[config.mk]
export PLATFORM = sky130hd
export DESIGN_NAME = thread_command_sequencer
export DESIGN_NICKNAME = d
export VERILOG_FILES = /design/src/rtl/thread_command_sequencer.sv
export SDC_FILE = /design/constraint.sdc
export NUM_CORES = 1
export LEC_CHECK = 0
export BUFFER_PORTS_ARGS = -buffer_cell sky130_fd_sc_hd__buf_2
export CORE_MARGIN = 3
export CORE_UTILIZATION = 54
export DETAILED_ROUTE_END_ITERATION = 8
export GPL_TIMING_DRIVEN = 0
export HOLD_SLACK_MARGIN = 0.1
export PLACE_DENSITY = 0.79
export SETUP_SLACK_MARGIN = 0.05
export SYNTH_ARGS = -nofsm -noshare
export SYNTH_HDL_FRONTEND = slang
export SYNTH_SLANG_ARGS = --single-unit
[constraint.sdc]
create_clock -name clk -period 2.9 [get_ports clk]
set_clock_uncertainty 0.05 [all_clocks]
set_input_delay 0.435 -clock clk [delete_from_list [all_inputs] [get_ports clk]]
set_output_delay 0.435 -clock clk [all_outputs]
set_load 0.02 [all_outputs]
[src/rtl/thread_command_sequencer.sv]
// thread_command_sequencer
//   Consumer side of one thread's register block. Polls the control word over
//   port B for a start request, clears it, marks the thread busy, then fetches
//   each 3-word command, hands it to the execution pipeline over valid/ready
//   and reports progress and completion in the status word.
//
// Ports
//   clk             single clock (register block port B shares it)
//   reset           synchronous, active-high
//   port_b_address  byte address into the register block
//   port_b_rd_en    read strobe; data returns on the following cycle
//   port_b_rd_data  read data from the register block
//   port_b_wr_data  write data
//   port_b_wr_en    per-byte write enables
//   cmd_valid       command presented to the execution pipeline
//   cmd_ready       execution pipeline accepts the command
//   cmd_data        {word2, word1, word0} of the current command
//   busy            high from the start-bit clear until the final status write
//
// Register map (bytes): 0 thread_id, 4 status, 8 control,
//   12 + BYTES_PER_COMMAND*k + BYTES_PER_WORD*w = word w of command k.
// Status word: bit0 busy, bit1 done, [15:8] issued-command count.

module thread_command_sequencer #(
    parameter int unsigned BYTES_PER_WORD    = 4,
    parameter int unsigned COMMAND_COUNT     = 4,
    parameter int unsigned BYTES_PER_COMMAND = 12,
    localparam int unsigned WORD_BITS        = 8 * BYTES_PER_WORD,
    localparam int unsigned ADDR_BITS        = $clog2(12 + BYTES_PER_COMMAND * COMMAND_COUNT)
) (
    input  logic                      clk,
    input  logic                      reset,
    output logic [ADDR_BITS-1:0]      port_b_address,
    output logic                      port_b_rd_en,
    input  logic [WORD_BITS-1:0]      port_b_rd_data,
    output logic [WORD_BITS-1:0]      port_b_wr_data,
    output logic [BYTES_PER_WORD-1:0] port_b_wr_en,
    output logic                      cmd_valid,
    input  logic                      cmd_ready,
    output logic [3*WORD_BITS-1:0]    cmd_data,
    output logic                      busy
);

    localparam int unsigned K_BITS        = (COMMAND_COUNT > 1) ? $clog2(COMMAND_COUNT) : 1;
    localparam int unsigned STATUS_ADDR   = 4;
    localparam int unsigned CONTROL_ADDR  = 8;
    localparam int unsigned CMD_BASE_ADDR = 12;

    localparam logic [ADDR_BITS-1:0] STATUS_A  = ADDR_BITS'(STATUS_ADDR);
    localparam logic [ADDR_BITS-1:0] CONTROL_A = ADDR_BITS'(CONTROL_ADDR);
    localparam logic [K_BITS-1:0]    LAST_K    = K_BITS'(COMMAND_COUNT - 1);

    typedef enum logic [3:0] {
        S_IDLE,
        S_POLL,
        S_CLEAR,
        S_SET_BUSY,
        S_FETCH,
        S_FETCH_LAST,
        S_ISSUE,
        S_UPDATE,
        S_FINISH
    } state_t;

    state_t state_q, state_d;

    logic [ADDR_BITS-1:0]      addr_d;
    logic                      rd_en_d;
    logic [BYTES_PER_WORD-1:0] wr_en_d;
    logic [WORD_BITS-1:0]      wr_data_d;
    logic                      cmd_valid_d;
    logic [3*WORD_BITS-1:0]    cmd_data_d;
    logic                      busy_d;

    logic [K_BITS-1:0]    k_q, k_d;
    logic [1:0]           w_q, w_d;
    logic [7:0]           count_q, count_d;
    logic [WORD_BITS-1:0] word0_q, word0_d;
    logic [WORD_BITS-1:0] word1_q, word1_d;

    // Byte address of word w of command slot k.
    function automatic logic [ADDR_BITS-1:0] slot_addr(input logic [K_BITS-1:0] k,
                                                       input logic [1:0]        w);
        return ADDR_BITS'(CMD_BASE_ADDR + BYTES_PER_COMMAND * 32'(k) + BYTES_PER_WORD * 32'(w));
    endfunction

    // Status word image: count in [15:8], done in bit1, busy in bit0.
    function automatic logic [WORD_BITS-1:0] status_word(input logic [7:0] count,
                                                         input logic       done);
        return WORD_BITS'({count, 6'b000000, done, ~done});
    endfunction

    // State register.
    always_ff @(posedge clk) begin
        if (reset) begin
            state_q <= S_IDLE;
        end else begin
            state_q <= state_d;
        end
    end

    // Next-state and next-output logic. Every port output is registered and
    // loaded with the value that belongs to the state being entered, so the
    // outputs listed for a state are the ones visible during that state.
    always_comb begin
        state_d     = state_q;
        addr_d      = port_b_address;
        rd_en_d     = 1'b0;
        wr_en_d     = '0;
        wr_data_d   = port_b_wr_data;
        cmd_valid_d = 1'b0;
        cmd_data_d  = cmd_data;
        busy_d      = busy;
        k_d         = k_q;
        w_d         = w_q;
        count_d     = count_q;
        word0_d     = word0_q;
        word1_d     = word1_q;

        case (state_q)
            S_IDLE: begin
                addr_d = CONTROL_A;
                if (port_b_rd_en) begin
                    state_d = S_POLL;
                end else begin
                    // Straight out of reset the strobe is still low; issue the
                    // control read now so POLL never samples stale data.
                    rd_en_d = 1'b1;
                end
            end

            S_POLL: begin
                if (port_b_rd_data[0]) begin
                    state_d   = S_CLEAR;
                    addr_d    = CONTROL_A;
                    wr_en_d   = BYTES_PER_WORD'(1);
                    wr_data_d = {port_b_rd_data[WORD_BITS-1:1], 1'b0};
                end else begin
                    state_d = S_IDLE;
                    addr_d  = CONTROL_A;
                    rd_en_d = 1'b1;
                end
            end

            S_CLEAR: begin
                state_d   = S_SET_BUSY;
                addr_d    = STATUS_A;
                wr_en_d   = '1;
                wr_data_d = status_word(8'd0, 1'b0);
                busy_d    = 1'b1;
                k_d       = '0;
                count_d   = '0;
            end

            S_SET_BUSY: begin
                state_d = S_FETCH;
                w_d     = 2'd0;
                rd_en_d = 1'b1;
                addr_d  = slot_addr(k_q, 2'd0);
            end

            S_FETCH: begin
                // Data for the read issued last cycle lands now.
                if (w_q == 2'd1) begin
                    word0_d = port_b_rd_data;
                end
                if (w_q == 2'd2) begin
                    word1_d = port_b_rd_data;
                    state_d = S_FETCH_LAST;
                end else begin
                    w_d     = w_q + 2'd1;
                    rd_en_d = 1'b1;
                    addr_d  = slot_addr(k_q, w_q + 2'd1);
                end
            end

            S_FETCH_LAST: begin
                if (word0_q[7:0] == 8'h00) begin
                    // END opcode: report completion without issuing.
                    state_d   = S_FINISH;
                    addr_d    = STATUS_A;
                    wr_en_d   = '1;
                    wr_data_d = status_word(count_q, 1'b1);
                    busy_d    = 1'b0;
                end else begin
                    state_d     = S_ISSUE;
                    cmd_valid_d = 1'b1;
                    cmd_data_d  = {port_b_rd_data, word1_q, word0_q};
                end
            end

            S_ISSUE: begin
                if (cmd_ready) begin
                    state_d   = S_UPDATE;
                    count_d   = count_q + 8'd1;
                    addr_d    = STATUS_A;
                    wr_en_d   = '1;
                    wr_data_d = status_word(count_q + 8'd1, 1'b0);
                end else begin
                    cmd_valid_d = 1'b1;
                end
            end

            S_UPDATE: begin
                if (k_q == LAST_K) begin
                    state_d   = S_FINISH;
                    addr_d    = STATUS_A;
                    wr_en_d   = '1;
                    wr_data_d = status_word(count_q, 1'b1);
                    busy_d    = 1'b0;
                end else begin
                    state_d = S_FETCH;
                    k_d     = k_q + K_BITS'(1);
                    w_d     = 2'd0;
                    rd_en_d = 1'b1;
                    addr_d  = slot_addr(k_q + K_BITS'(1), 2'd0);
                end
            end

            S_FINISH: begin
                state_d = S_IDLE;
                addr_d  = CONTROL_A;
                rd_en_d = 1'b1;
            end

            default: begin
                state_d = S_IDLE;
            end
        endcase
    end

    // Output and datapath registers.
    always_ff @(posedge clk) begin
        if (reset) begin
            port_b_address <= '0;
            port_b_rd_en   <= 1'b0;
            port_b_wr_en   <= '0;
            port_b_wr_data <= '0;
            cmd_valid      <= 1'b0;
            cmd_data       <= '0;
            busy           <= 1'b0;
            k_q            <= '0;
            w_q            <= '0;
            count_q        <= '0;
            word0_q        <= '0;
            word1_q        <= '0;
        end else begin
            port_b_address <= addr_d;
            port_b_rd_en   <= rd_en_d;
            port_b_wr_en   <= wr_en_d;
            port_b_wr_data <= wr_data_d;
            cmd_valid      <= cmd_valid_d;
            cmd_data       <= cmd_data_d;
            busy           <= busy_d;
            k_q            <= k_d;
            w_q            <= w_d;
            count_q        <= count_d;
            word0_q        <= word0_d;
            word1_q        <= word1_d;
        end
    end

endmodule

==> Word-level counts from Yosys, hierarchy flattened <==
Index checks and enable logic that the tools add are counted.
{ "op_classes": {"n_addsub": 6, "n_mul": 2, "div_mod_pow": 0, "n_lt_le_gt_ge": 0, "n_eq_ne": 19, "shifts": 0, "muxes": 40, "bitwise_logic": 1, "reduce_logical": 20} }
{ "ops": {"columns": ["operator", "count"], "rows": [
  ["$pmux W32 S5", 1],
  ["$mux W32", 4],
  ["$pmux W6 S7", 1],
  ["$mux W4", 8],
  ["$pmux W4 S8", 1],
  ["$mux W6", 4],
  ["$pmux W4 S5", 1],
  ["$eq A4 B3 Y1 const B", 4],
  ["$ne A2 B2 Y1 const B", 8],
  ["$pmux W8 S2", 1],
  ["$add A4 B6 Y6 const A", 2],
  ["$reduce_and A2 Y1", 5],
  ["$mux W1", 9],
  ["$reduce_and A3 Y1", 3],
  ["$add A8 B1 Y8 const B", 1],
  ["$eq A4 B2 Y1 const B", 2],
  ["$logic_not A8 Y1", 1],
  ["$mul A2 B2 Y4 const A", 2],
  ["$mux W2", 4],
  ["$mux W8", 1],
  ["$reduce_bool A7 Y1", 1],
  ["$add A6 B4 Y6", 1],
  ["$pmux W2 S3", 1],
  ["$reduce_bool A3 Y1", 2],
  ["17 further kinds", 20]
]} }
{ "totals": {"ff_bits": 221, "latch_bits": 0, "ram_bits": 0, "rom_bits": 0, "in_bits": 35, "output_inout_bits": 141, "wordCells": 101, "memories": 0} }

==> Depth between registers and ports, before layout <==
{ "logic_depth": {"word_depth": 5, "ltp_mapped": 9, "mapped_depth_nobuf": 9} }

==> Worst setup path before layout <==
Ideal clock, no wire load.
{ "synth_timing": {"kind": "register to register", "from": "reg k_q[0]", "to": "reg port_b_address[3]", "t_arrival_ns": 2.119, "setup_slack_ns": 0.597, "stages_incl_launch_ff": 9, "path_buffers": 0, "period_less_slack_ns": 2.303, "path_cell_list": "dfxtp_1 > inv_1 > ha_1 > xnor2_1 > fa_1 > a21oi_1 > nor2_1 > o311ai_0 > o21ai_0"} }
{ "synth_via": {"elab_chain_cells": 5, "word_cells_on_any_way": 10} }
{ "synth_lines": {"columns": ["item", "line_no", "text"], "rows": [
  ["start: declaration", "75", "logic [K_BITS-1:0] k_q, k_d;"],
  ["start signal: assignment", "255", "k_q <= k_d;"],
  ["$mul A2 B2 Y4 / $add A2 B1 Y2 (equally long branches)", "84, 216", null],
  ["$add A4 B6 Y6 / $mul A2 B2 Y4 (equally long branches)", "84", "return ADDR_BITS'(CMD_BASE_ADDR + BYTES_PER_COMMAND * 32'(k) + BYTES_PER_WORD * 32'(w));"],
  ["$add A6 B4 Y6 / $add A4 B6 Y6 (equally long branches)", "84", null],
  ["$mux W6, on equally long branches", "167, 205", null],
  ["$pmux W6 S7 (*)", "120", "case (state_q)"],
  ["end signal: assignment", "248", "port_b_address <= addr_d;"],
  ["end: declaration", "33", "output logic [ADDR_BITS-1:0] port_b_address,"]
]} }
Every way passes the cells marked *; elsewhere a longest branch is shown, timed or not. The select of a mux whose other input is x is not followed.
A chain may end at the register's enable or synchronous reset.

==> Final worst setup path <==
Same ends and word-level chain as after synthesis.

==> flow_metrics.env <==
export IMPL_outcome="complete, no violations"
export IMPL_synthTopCellsByArea="sky130_fd_sc_hd__dfxtp_1 51%, sky130_fd_sc_hd__nand2_1 16%, sky130_fd_sc_hd__a21oi_1 11%"
export IMPL_setup_worst_path_start="k_q[0]"
export IMPL_timing_slew_headroom_pct=45.0
export IMPL_largest_net_degree_at_the_start_of_global_routing=15
export IMPL_drv_cap=0
export IMPL_port_buffer_count=172
export IMPL_floorplan_die_width_microns=132
export IMPL_async_reset_ff_share_pct=0
export IMPL_place_area_sq_um=9700
export IMPL_dieArea_sq_um=17400
export IMPL_detail_route_wl_per_cell_microns=16.9
export IMPL_synth_yosys_seq_area_share_pct=50.7
export IMPL_cts_repair_timing_setup_buffer_count=0
export IMPL_dominant_combinational_cell_family_by_area_after_synthesis="simple AND/OR/NAND/NOR gates"
export IMPL_vias_per_cell=5.46
export IMPL_synth_lib_cells_used_distinct=63
export IMPL_globalplace_congestion=0.920
export IMPL_power_report_internal_total_mw=5.37
export IMPL_timing_worst_setup_path_type="reg -> reg"
export IMPL_post_route_drc_count=0
export IMPL_grt_busiest_layer="met2"
export IMPL_nets=1321
export IMPL_grt_setup_unrepaired="false"
export IMPL_share_of_the_synthesized_area_in_compound_gates_ao_oa_aoi_oai_pct=17.7
export IMPL_h_tree_depth=1
export IMPL_clk_path_buf_depth=3
export IMPL_required_time_reported_for_the_critical_path_endpoint_ns=3.23
export IMPL_p_leak_nw=4.14
export IMPL_vias=8193
export IMPL_grt_pass1_vias=7584
export IMPL_final_antenna_net_count=0
export IMPL_num_antenna_cells=0
export IMPL_globalRouteMet1Util_pct=36.7
export IMPL_root_buffer="sky130_fd_sc_hd__clkbuf_16"
export IMPL_cp_max_fo=8
export IMPL_critical_path_arrival_ns=2.90
export IMPL_grt_util_all_layers_pct=27.7
export IMPL_finalMaxSlewViolations=0
export IMPL_clock_tree_from_tritoncts="done"
export IMPL_syn_area_sq_um=8580
export IMPL_final_setup_tns_ns=0
export IMPL_power_density_nw_per_um2=756
export IMPL_synth_area_leader_cell="sky130_fd_sc_hd__dfxtp_1"
export IMPL_area_growth_synth_to_final_pct=21.7
export IMPL_grt_first_pass_wirelength_mm=39.6
export IMPL_cts_made_buffers=23
export IMPL_hold_viol=0
export IMPL_ratio_of_final_minimum_period_to_clock_period_pct=88.6
export IMPL_clkSinkCount=217
export IMPL_muxShareOfSynthArea_pct=0.365
export IMPL_synth_main_ff_cell="sky130_fd_sc_hd__dfxtp_1"
export IMPL_yosys_area_share_adder_pct=1.98
export IMPL_total_congestion_overflow=0
export IMPL_number_of_antenna_violations_at_the_first_check_in_global_routing=0
export IMPL_power_frac_comb_pct=22.5
export IMPL_place_hpwl_mm=18.7
export IMPL_clk_transition_reported_paths_ns=0.06
export IMPL_core_area_sq_um=15400
export IMPL_clkLatencyLatePin_ns=0.52
export IMPL_drt_pre_antenna_iters=5
export IMPL_placement_rows=45
export IMPL_cts_hold_fix_buffers=0
export IMPL_critPathLaunchType="flip-flop"
export IMPL_hp_class="in -> reg"
export IMPL_fin_util_pct=67.9
export IMPL_synth_edff_count=0
export IMPL_drt_iter0_markers=600
export IMPL_p_sw_share_pct=32.0
export IMPL_grt_met2_usage_pct=45.3
export IMPL_yosysWarnings=0
export IMPL_final_cell_area_sq_um=10400
export IMPL_timing_critical_path_to_type="flip-flop"
export IMPL_postCtsResizedCells=0
export IMPL_regToRegStartpoint="k_q[0]"
export IMPL_share_clk_of_total_power_pct=35.5
export IMPL_share_of_power_burned_in_registers_pct=42.0
export IMPL_worst_hold_path_startpoint="port_b_rd_data[6]"
export IMPL_postSynthAreaPerCell_sq_um=7.98
export IMPL_tightest_slew_ns=0.804
export IMPL_power_switching_mw=2.52
export IMPL_ir_worst_vdd_mv=0.622
export IMPL_setup_violations_final=0
export IMPL_min_period_ns=2.57
export IMPL_share_of_synthesized_cell_area_in_and_or_nand_and_nor_gates_pct=23.0
export IMPL_drive_gt1_share_pct=21.0
export IMPL_postSynthRegisterBits=217
export IMPL_synth_xor_xnor_area_share_pct=0.817
export IMPL_final_fill_count=1311
export IMPL_yosys_area_top_type_share_pct=50.7
export IMPL_num_io_pins=176
export IMPL_fmax_ghz=0.389
export IMPL_grt_met3_use_pct=5.61
export IMPL_synthesis_instances=1075
export IMPL_routed_wl_mm=25.4
export IMPL_die_h_microns=132
export IMPL_initial_core_utilization_pct=55.8
## cells in the mapped netlist (3+ instances only)
cell	n
sky130_fd_sc_hd__buf_4	9
sky130_fd_sc_hd__nor4_1	4
sky130_fd_sc_hd__nand3_1	30
sky130_fd_sc_hd__ha_1	12
sky130_fd_sc_hd__nor2_1	40
sky130_fd_sc_hd__a21oi_1	182
sky130_fd_sc_hd__xnor2_1	3
sky130_fd_sc_hd__buf_2	30
sky130_fd_sc_hd__nor3_1	6
sky130_fd_sc_hd__dfxtp_1	217
sky130_fd_sc_hd__nand3b_1	3
sky130_fd_sc_hd__a211oi_1	5
sky130_fd_sc_hd__xor2_1	5
sky130_fd_sc_hd__o21ai_0	37
sky130_fd_sc_hd__buf_6	3
sky130_fd_sc_hd__and2_1	3
sky130_fd_sc_hd__a22o_1	7
sky130_fd_sc_hd__clkbuf_1	41
sky130_fd_sc_hd__nor2b_1	4
sky130_fd_sc_hd__nand2b_1	3
sky130_fd_sc_hd__inv_1	11
sky130_fd_sc_hd__a22oi_1	3
sky130_fd_sc_hd__a211oi_2	7
sky130_fd_sc_hd__nand2_1	362
## power groups by stage
stage	logic [mW]	clock network, mW	registers [mW]
3_3_place_gp	1.73	0	3.37
4_1_cts	1.76	2.82	3.31
3_5_place_dp	1.75	0	3.37
6_report	1.77	2.80	3.31
2_1_floorplan	1.00	0	3.55
5_1_grt	1.92	2.94	3.34
## cell usage in the layout, fill, tap and decap left out, drive strengths merged, types with 10 or more instances in the layout
master,instances
a211oi,13
a21oi,182
buf,214
clkbuf,73
clkinv,10
dfxtp,217
ha,12
inv,12
nand2,362
nand3,30
nor2,41
o21ai,37
## state kept, by name (all words and copies together) (netlist names)
signal	cells
state_q	4
count_q	8
busy	1
word1_q	32
port_b_address	4
cmd_valid	1
port_b_rd_en	1
word0_q	32
w_q	2
k_q	2
port_b_wr_en	2
cmd_data	96
port_b_wr_data	32
## cell families (layout without fill, tap and decap cells)
family                     count (synthesis)  count (layout)
other                                      1               2
buffers and inverters                     97             310
AOI/OAI and AO/OA                        265             265
xor gates and xnor gates                   8               8
muxes                                      3               3
DFF                                      217             217
and+or+nand+nor                          471             471
adders and majority gates                 13              13
## critical path: stages, from the launching register on
cell	delay (ns)
sky130_fd_sc_hd__dfxtp_1	0.43
sky130_fd_sc_hd__inv_1	0.19
sky130_fd_sc_hd__ha_1	0.37
sky130_fd_sc_hd__xnor2_1	0.35
sky130_fd_sc_hd__fa_1	0.46
sky130_fd_sc_hd__a21oi_1	0.16
sky130_fd_sc_hd__nor2_1	0.05
sky130_fd_sc_hd__o311ai_0	0.26
sky130_fd_sc_hd__o21ai_0	0.13
## final timing paths
kind | endpoint | slack (ns) | cells past startpoint
max | port_b_address[3] | 0.33 | 8
min | word1_q[6] | 0.15 | 3
max reg2reg | port_b_address[3] | 0.33 | 8
min reg2reg | cmd_data[80] | 0.40 | 2
## metal layers
metal / vias to the layer above / share of wire, % / routed length [microns]
met5: - / 0 / 0
met4: 0 / 3.1 / 797
met3: 62 / 9.2 / 2330
met2: 378 / 46 / 11800
met1: 3791 / 41 / 10500
li1: 3962 / - / -
## area by class of cell
cell class	instances	area, sq um	area share, %
tap	211	264	2.53
clock inverter	11	76.3	0.732
multi-input combinational	762	3770	36.2
inverter	12	45.0	0.432
clock buffer	30	652	6.25
sequential	217	4340	41.6
timing repair buffer	172	861	8.25
buffer	85	415	3.98
## metrics by stage
| stage | total power, mW | instances | worst slack, ns | hold slack (ns) |
|---|---|---|---|---|
| 2_1_floorplan | 4.55 | 1076 | 0.597 | 0.382 |
| 4_1_cts | 7.89 | 1500 | 0.333 | 0.142 |
| 3_3_place_gp | 5.10 | 1459 | 0.370 | 0.388 |
| 5_1_grt | 8.20 | 1500 | 0.122 | 0.159 |
| 3_5_place_dp | 5.12 | 1459 | 0.351 | 0.391 |
| 6_report | 7.89 | 1500 | 0.332 | 0.151 |
No activity file was read; power rests on OpenSTA's default activity.
